--- config.mk ---
export PLATFORM = sky130hd
export DESIGN_NAME = bc_rx_deserializer
export DESIGN_NICKNAME = d
export VERILOG_FILES = /design/src/rtl/bc_rx_deserializer.sv
export SDC_FILE = /design/constraint.sdc
export NUM_CORES = 1
export LEC_CHECK = 0
export ABC_AREA = 1
export CELL_PAD_IN_SITES_DETAIL_PLACEMENT = 2
export CELL_PAD_IN_SITES_GLOBAL_PLACEMENT = 2
export CORE_AREA = 2 2 62 122
export DETAILED_ROUTE_END_ITERATION = 6
export DIE_AREA = 0 0 64 124
export GPL_TIMING_DRIVEN = 0
export HOLD_SLACK_MARGIN = 0.05
export PLACE_DENSITY_LB_ADDON = 0.1
export RECOVER_POWER = 100
export SYNTH_ARGS = -nofsm -noshare
export SYNTH_HDL_FRONTEND = slang
export SYNTH_SLANG_ARGS = --single-unit
--- constraint.sdc ---
create_clock -name clk -period 2.3 [get_ports clk]
set_input_delay 0.345 -clock clk [delete_from_list [all_inputs] [get_ports clk]]
set_output_delay 0.345 -clock clk [all_outputs]
set_load 0.02 [all_outputs]
--- src/rtl/bc_rx_deserializer.sv ---
// bc_rx_deserializer
// Receives 16-bit breadcrumb words from the Arduino serial link and hands them
// to Avoidance over a valid/ready handshake.
// Frame: start(0), 16 data bits LSB first, [even parity], stop(1).
// Optional feature: define BC_RX_PARITY_EN to expect and check a parity bit.
module bc_rx_deserializer #(
  parameter int CLKS_PER_BIT = 868
) (
  input  logic        clk,
  input  logic        rst,
  input  logic        serial_in,
  input  logic        avoid_rdy,
  output logic [15:0] bc_out,
  output logic        bc_valid,
  output logic        framing_err,
  output logic        parity_err,
  output logic        overrun
);

  localparam int CNT_W = $clog2(CLKS_PER_BIT);
  localparam logic [CNT_W-1:0] FULL_M1 = CNT_W'(CLKS_PER_BIT - 1);
  localparam logic [CNT_W-1:0] HALF_M1 = CNT_W'(CLKS_PER_BIT / 2 - 1);

  typedef enum logic [2:0] {
    S_IDLE,
    S_START,
    S_DATA,
    S_PARITY,
    S_STOP,
    S_WAIT_IDLE
  } state_t;

  state_t            state;
  state_t            state_nxt;
  logic              sync_p0;
  logic              sync_p1;
  logic              rx_s;
  logic [CNT_W-1:0]  baud_cnt;
  logic [3:0]        bit_idx;
  logic [15:0]       shift_reg;
  logic              half_hit;
  logic              full_hit;
  logic              shift_en;
  logic              stop_en;
  logic              par_bad;
  logic              commit_req;
  logic              ferr_evt;
  logic              cnt_clr;
`ifdef BC_RX_PARITY_EN
  logic              par_bit;
  logic              par_en;
  logic              perr_evt;
`endif

  assign rx_s     = sync_p1;
  assign half_hit = (baud_cnt == HALF_M1);
  assign full_hit = (baud_cnt == FULL_M1);

  // Two-flop synchronizer; idles high so reset never looks like a start bit
  always_ff @(posedge clk or negedge rst) begin
    if (!rst) begin
      sync_p0 <= 1'b1;
      sync_p1 <= 1'b1;
    end else begin
      sync_p0 <= serial_in;
      sync_p1 <= sync_p0;
    end
  end

  // FSM state register
  always_ff @(posedge clk or negedge rst) begin
    if (!rst) state <= S_IDLE;
    else      state <= state_nxt;
  end

  // FSM next-state logic
  always_comb begin
    state_nxt = state;
    case (state)
      S_IDLE:      if (!rx_s) state_nxt = S_START;
      S_START:     if (half_hit) state_nxt = rx_s ? S_IDLE : S_DATA;
      S_DATA: begin
        if (full_hit && (bit_idx == 4'd15)) begin
`ifdef BC_RX_PARITY_EN
          state_nxt = S_PARITY;
`else
          state_nxt = S_STOP;
`endif
        end
      end
      S_PARITY:    if (full_hit) state_nxt = S_STOP;
      S_STOP:      if (full_hit) state_nxt = rx_s ? S_IDLE : S_WAIT_IDLE;
      S_WAIT_IDLE: if (rx_s) state_nxt = S_IDLE;
      default:     state_nxt = S_IDLE;
    endcase
  end

  // FSM output strobes: sample enables, frame verdicts, counter clear
  always_comb begin
    shift_en   = (state == S_DATA) && full_hit;
    stop_en    = (state == S_STOP) && full_hit;
`ifdef BC_RX_PARITY_EN
    par_en     = (state == S_PARITY) && full_hit;
    par_bad    = ^{shift_reg, par_bit};
    perr_evt   = stop_en && rx_s && par_bad;
`else
    par_bad    = 1'b0;
`endif
    commit_req = stop_en && rx_s && !par_bad;
    ferr_evt   = stop_en && !rx_s;
    // Counters restart on every state entry and after each data bit sample;
    // they are held at zero while waiting for the line.
    cnt_clr    = (state_nxt != state) || shift_en ||
                 (state == S_IDLE) || (state == S_WAIT_IDLE);
  end

  // Baud and bit-index counters
  always_ff @(posedge clk or negedge rst) begin
    if (!rst) begin
      baud_cnt <= '0;
      bit_idx  <= '0;
    end else begin
      baud_cnt <= cnt_clr ? '0 : baud_cnt + 1'b1;
      if (state_nxt != state) bit_idx <= '0;
      else if (shift_en)      bit_idx <= bit_idx + 1'b1;
    end
  end

  // Data capture: each sampled bit lands at its own index, so no reset needed
  always_ff @(posedge clk) begin
    if (shift_en) shift_reg[bit_idx] <= rx_s;
`ifdef BC_RX_PARITY_EN
    if (par_en) par_bit <= rx_s;
`endif
  end

  // Output word, valid flag and one-cycle status pulses
  always_ff @(posedge clk or negedge rst) begin
    if (!rst) begin
      bc_out      <= 16'h0000;
      bc_valid    <= 1'b0;
      framing_err <= 1'b0;
      overrun     <= 1'b0;
`ifdef BC_RX_PARITY_EN
      parity_err  <= 1'b0;
`endif
    end else begin
      framing_err <= ferr_evt;
      overrun     <= 1'b0;
`ifdef BC_RX_PARITY_EN
      parity_err  <= perr_evt;
`endif
      if (commit_req) begin
        // A word consumed in this same cycle frees the slot for the new one
        if (!bc_valid || avoid_rdy) begin
          bc_out   <= shift_reg;
          bc_valid <= 1'b1;
        end else begin
          overrun  <= 1'b1;
        end
      end else if (bc_valid && avoid_rdy) begin
        bc_valid <= 1'b0;
      end
    end
  end

`ifndef BC_RX_PARITY_EN
  assign parity_err = 1'b0;
`endif

endmodule

# --- Yosys cells after proc, flatten, opt, wreduce, memory -nomap -nowiden ---
# Index checks and enable logic that the tools add are counted.
totals:
  register_bits: 54
  out_inout_bits: 20
classes:
  addsub: 2
  order_cmp: 2
  n_eq_ne: 10
  n_mux: 20
  n_reduce_logical: 18
ops:
  columns: ["cell", "count"]
  rows:
  - ["2-to-1 mux 3 bit", 7]
  - ["case mux 3 bit (6 select lines)", 1]
  - ["bitwise mux 16 bit", 1]
  - ["adder 10 x 1 -> 10 bit (second input constant)", 1]
  - ["== test 10 bit (second input constant)", 1]
  - ["== test 10 x 9 -> 1 bit (second input constant)", 1]
  - ["2-to-1 mux 10 bit", 1]
  - ["2-to-1 mux 4 bit", 2]
  - ["logical AND 1 bit", 7]
  - ["== test 3 x 2 -> 1 bit (second input constant)", 2]
  - ["== test 3 bit (second input constant)", 2]
  - ["2-to-1 mux 1 bit", 6]
  - ["less-than comparator 4 x 5 -> 1 bit (second input constant)", 1]
  - ["adder 4 x 1 -> 4 bit (second input constant)", 1]
  - ["demux 1 bit (select 4 bit)", 1]
  - ["== test 4 bit (second input constant)", 1]
  - ["greater-or-equal comparator 4 x 1 -> 1 bit (second input constant)", 1]
  - ["logical OR 1 bit", 4]
  - ["AND reduction 2 bit", 2]
  - ["nonzero test 2 bit", 2]
  - ["== test 3 x 1 -> 1 bit (second input constant)", 1]
  - ["zero test 3 bit", 1]
  - ["inequality test 3 bit", 1]
  - ["zero test 1 bit", 2]
  - ["2 further kinds", 2]

# --- Longest topological paths before layout ---
# Gate-level depths: netlist (run 1).
logic_depth:
  ltp_word: 9
  mapped_depth: 12

# --- Worst setup path after synthesis (run 1) ---
# Ideal clock, no wire load.
synth_timing:
  kind: "register to register"
  from: "register baud_cnt[0]"
  to: "register bc_out[10]"
  t_arrival_ps: 1545
  setup_slack_ps: 630
  stages_incl_launch_ff: 9
  n_path_buf: 1
  synth_period_minus_slack_ps: 1670
  cell_sequence: "dfrtp_1 -> ha_1 -> inv_1 -> nor2_1 -> nand3_2 -> nor2_4 -> nand4_4 -> buf_6 -> mux2_4"
synth_between:
  elab_chain_cells: 4
synth_rtl:
  columns: ["item", "line_no", "source"]
  rows:
  - ["start: declaration", "38", "logic [CNT_W-1:0] baud_cnt;"]
  - ["start signal: assignment", "123", "baud_cnt <= cnt_clr ? '0 : baud_cnt + 1'b1;"]
  - ["== test 10 bit", "57", "assign full_hit = (baud_cnt == FULL_M1);"]
  - ["logical AND 1 bit", "101", "stop_en = (state == S_STOP) && full_hit;"]
  - ["logical AND 1 bit", "109", "commit_req = stop_en && rx_s && !par_bad;"]
  - ["AND reduction 2 bit (no source line)", null, null]
  - ["end signal: assignment", "156", "bc_out <= shift_reg;"]
  - ["end: declaration", "13", "output logic [15:0] bc_out,"]
# No other way between the ends.
# A chain may end at the register's enable or synchronous reset.

# --- Worst setup path in the final report (run 1) ---
layout_timing:
  from: "register baud_cnt[0]"
  to: "register shift_reg[11] (enable)"
layout_between:
  elab_chain_cells: 2
layout_rtl:
  columns: ["item", "line_no", "source"]
  rows:
  - ["== test 10 bit", "57", null]
  - ["logical AND 1 bit", "100", "shift_en = (state == S_DATA) && full_hit;"]
  - ["end signal: indexed assignment", "131", "if (shift_en) shift_reg[bit_idx] <= rx_s;"]
  - ["end: declaration", "40", "logic [15:0] shift_reg;"]
# No other way between the ends.

==> flow_summary.ini, run 1 <==
[grt]
wire_length_of_the_first_global_routing_pass_um = 10320
antenna_found_initial = 0
first_global_vias = 1993
global_route.overflow_total = 0
grt_start_max_net_pins = 23
grt.total_usage_pct = 17.87

[logic_synthesis]
synth_fp_nets = 242
synth.ff_latch_count = 54
yosysWarnings = 0
avgSynthCellArea_um2 = 10.74
synth.lib_cells_used.distinct = 27
post_synth_inst_count = 232
ys_seq_area_share_pct = 57.56
ys_dominant_reg_cell = sky130_fd_sc_hd__dfrtp_1
synth.cell_area_mm2 = 0.002491
synthTopCellsByArea = sky130_fd_sc_hd__dfrtp_1, sky130_fd_sc_hd__edfxtp_1, sky130_fd_sc_hd__nor2_1, sky130_fd_sc_hd__mux2_4, sky130_fd_sc_hd__nand2_1
synth_largest_type_area_fraction_pct = 36.16
synth_enable_flop_cells = 16
synth_commonest_cells = sky130_fd_sc_hd__nor2_1, sky130_fd_sc_hd__dfrtp_1, sky130_fd_sc_hd__nand2_1
synth_area_leader_cell = sky130_fd_sc_hd__dfrtp_1
synth_async_sr_flop_share_pct = 70.37
synthMostInstantiatedCell = sky130_fd_sc_hd__nor2_1

[place]
detailedPlace.worstSlack_ps = 285.3
hpwlAfterDp_um = 4705
port_buffers = 22
placedCellCount = 345
finalWeightedCongestion = 0.7547
placed_cell_area_mm2 = 0.002846

[setup_path]
startpoint_of_the_lowest_slack_register_to_register_path = baud_cnt[0]
timing.setup.critical_path_class = register to register
r2r_cells = 9
reg2reg_setup_slack_ps = 290
timing.critical_path.to = shift_reg[11]
crit_start = baud_cnt[0]
crit-reg2reg-capture = shift_reg[11]
worst_setup_path_end_kind = register
critical_path_at_ps = 2020
worstSetupStartpointType = register
cp_data_required_time_ps = 2310
path_max_fanout = 8

[route]
num_vias = 1692
avgRoutedWirePerCell_um = 17.03
dr.pass1.iters = 3
finalWirelength_um = 6030
initialDrtViolationCount = 43
antenna_left = 0
post-route-drc-count = 0
vias_per_cell = 4.780

[final_layout]
stdcell_area_mm2 = 0.002958
post-route-util_pct = 42.62
final_layout_size_suffix_gt1_share_pct = 12.12
num_antenna_cells = 0
layout.nets = 273
fillers = 723
area_growth_syn_to_layout_pct = 18.73
stdcell_count = 354

[clock_network]
clock_latency_reported_for_the_late_side_of_the_worst_skew_pair_ps = 300
cts.clk_slew.worst_paths_ps = 70
clock-root-buffer = sky130_fd_sc_hd__clkbuf_16
tritoncts = yes
ctsHoldBuffers = 1
post_cts_buffers = 0
cts_repair_resize_count = 0
tritoncts_num_sinks = 54
htreeDepth = 2
max-clock-path-buffers = 2
cts_inserted_buffers = 5

[sta]
fmax_mhz = 496.9
fin_crit_sh_pct = 87.49
max_transition_viols_final = 0
worst-slew-pin-transition_ps = 967.4
setup_slack_ps = 287.7
final_setup_vio_count = 0
setup_skew_ps = 8.442
setup_repair_after_global_routing_missed_its_margin = false
timing.slew.headroom_pct = 35.50
hold_violations = 0
min_period_ps = 2012

[power]
clockPowerShare_pct = 46.0
leakagePower_uw = 0.001402
swShare_pct = 19.98
pwr-share-seq_pct = 52.8
vdd_ir_drop_max_v = 0.0005192
power_report.internal_total_uw = 1514
p_sw_uw = 377.8
fin_total_pwr_uw = 1891
p_per_area_mw_per_mm2 = 639.4
power.share.combinational_pct = 1.2

[status]
status = complete, no violations

[floorplanning]
row_count = 43
io_pins = 24
core_mm2 = 0.006940
fp.dieW_um = 64
fp.dieArea_mm2 = 0.007936
start_util_pct = 35.89
die-height_um = 124

[flow_run]
max-cap-violations = 0

[hold_path]
timing.hold.worst.class = register to register
worst max-delay path, cell delays in order, from the launching register on:
cell	delay, ps
sky130_fd_sc_hd__dfrtp_1	400
sky130_fd_sc_hd__ha_1	260
sky130_fd_sc_hd__nand2_1	130
sky130_fd_sc_hd__nor2_4	170
sky130_fd_sc_hd__nand2_1	120
sky130_fd_sc_hd__nor2_4	220
sky130_fd_sc_hd__inv_2	80
sky130_fd_sc_hd__nor2_2	110
sky130_fd_sc_hd__inv_1	110
sky130_fd_sc_hd__nor2_1	120
cells by family after synthesis:
kind of cell | share of synthesized area [%]
fa+ha+maj | 3.013
xor+xnor | 3.516
compound gates | 1.004
simple gates | 21.20
mux | 8.589
buf+inv | 4.972
other cells | 0.1505
flops | 57.56
cell type report:
cell class / count / area (um^2) / area share (%)
clock inverter: 3 / 43.79 / 1.481
multi-input combinational: 148 / 889.6 / 30.08
tap: 90 / 112.6 / 3.807
timing repair buffer: 24 / 229.0 / 7.741
inverter: 28 / 105.1 / 3.553
clock buffer: 5 / 125.1 / 4.230
buffer: 2 / 18.77 / 0.6345
sequential: 54 / 1434 / 48.48
stage by stage:
step,setup TNS (ps),hold slack (ps)
4_1_cts,0,362.3
3_5_place_dp,0,330.2
3_3_place_gp,-6531,347.2
6_report,0,361.1
2_1_floorplan,0,49.41
5_1_grt,0,373.4
per-layer routing:
| metal | vias up | global-route usage [%] | routed length, um |
|---|---|---|---|
| li1 | 808 | - | - |
| met3 | 7 | 3.071 | 113 |
| met5 | - | 0 | 0 |
| met4 | 0 | 7.337 | 121 |
| met1 | 862 | 17.51 | 1982 |
| met2 | 15 | 35.68 | 3813 |
power by group through the flow:
stage / combinational, uW / sequential, uW / clock, uW
2_1_floorplan: 4.25 / 1010 / 0
3_3_place_gp: 24.1 / 1020 / 0
3_5_place_dp: 29.7 / 1020 / 0
4_1_cts: 30.8 / 998 / 899
5_1_grt: 27.2 / 998 / 932
6_report: 23.6 / 998 / 870
worst min path at each step:
stage	end	from	cells after the start
after floorplan	baud_cnt[0]	rst	0
after global routing	rx_s	sync_p0	0
after detailed placement	framing_err	rst	1
after CTS	rx_s	sync_p0	0
after global placement	rx_s	sync_p0	0
final	rx_s	sync_p0	0
placed cells by master, fill, tap and decap left out, types with 2 or more instances in the layout:
master                           n
sky130_fd_sc_hd__o21ai_0         3
sky130_fd_sc_hd__inv_2           3
sky130_fd_sc_hd__nor2_1         44
sky130_fd_sc_hd__xnor2_1         3
sky130_fd_sc_hd__clkbuf_16       5
sky130_fd_sc_hd__a21oi_1         2
sky130_fd_sc_hd__nand4_1         6
sky130_fd_sc_hd__xor2_1          7
sky130_fd_sc_hd__nor2_4          3
sky130_fd_sc_hd__ha_1            6
sky130_fd_sc_hd__inv_1          25
sky130_fd_sc_hd__nor2_2          2
sky130_fd_sc_hd__mux2_2          7
sky130_fd_sc_hd__edfxtp_1       16
sky130_fd_sc_hd__nand2_1        34
sky130_fd_sc_hd__mux2_1          9
sky130_fd_sc_hd__nand3_1        13
sky130_fd_sc_hd__nor3_1          3
sky130_fd_sc_hd__dfstp_2         2
sky130_fd_sc_hd__dlygate4sd3_1  21
sky130_fd_sc_hd__dfrtp_1        36
No activity file was read; power rests on OpenSTA's default activity.
==> inputs of run 2 (changes only) <==
ABC_CLOCK_PERIOD_IN_PS = 2300   (was default)
==> results of run 2 <==
Final layout, timing and power as in run 1 (identical DEF).
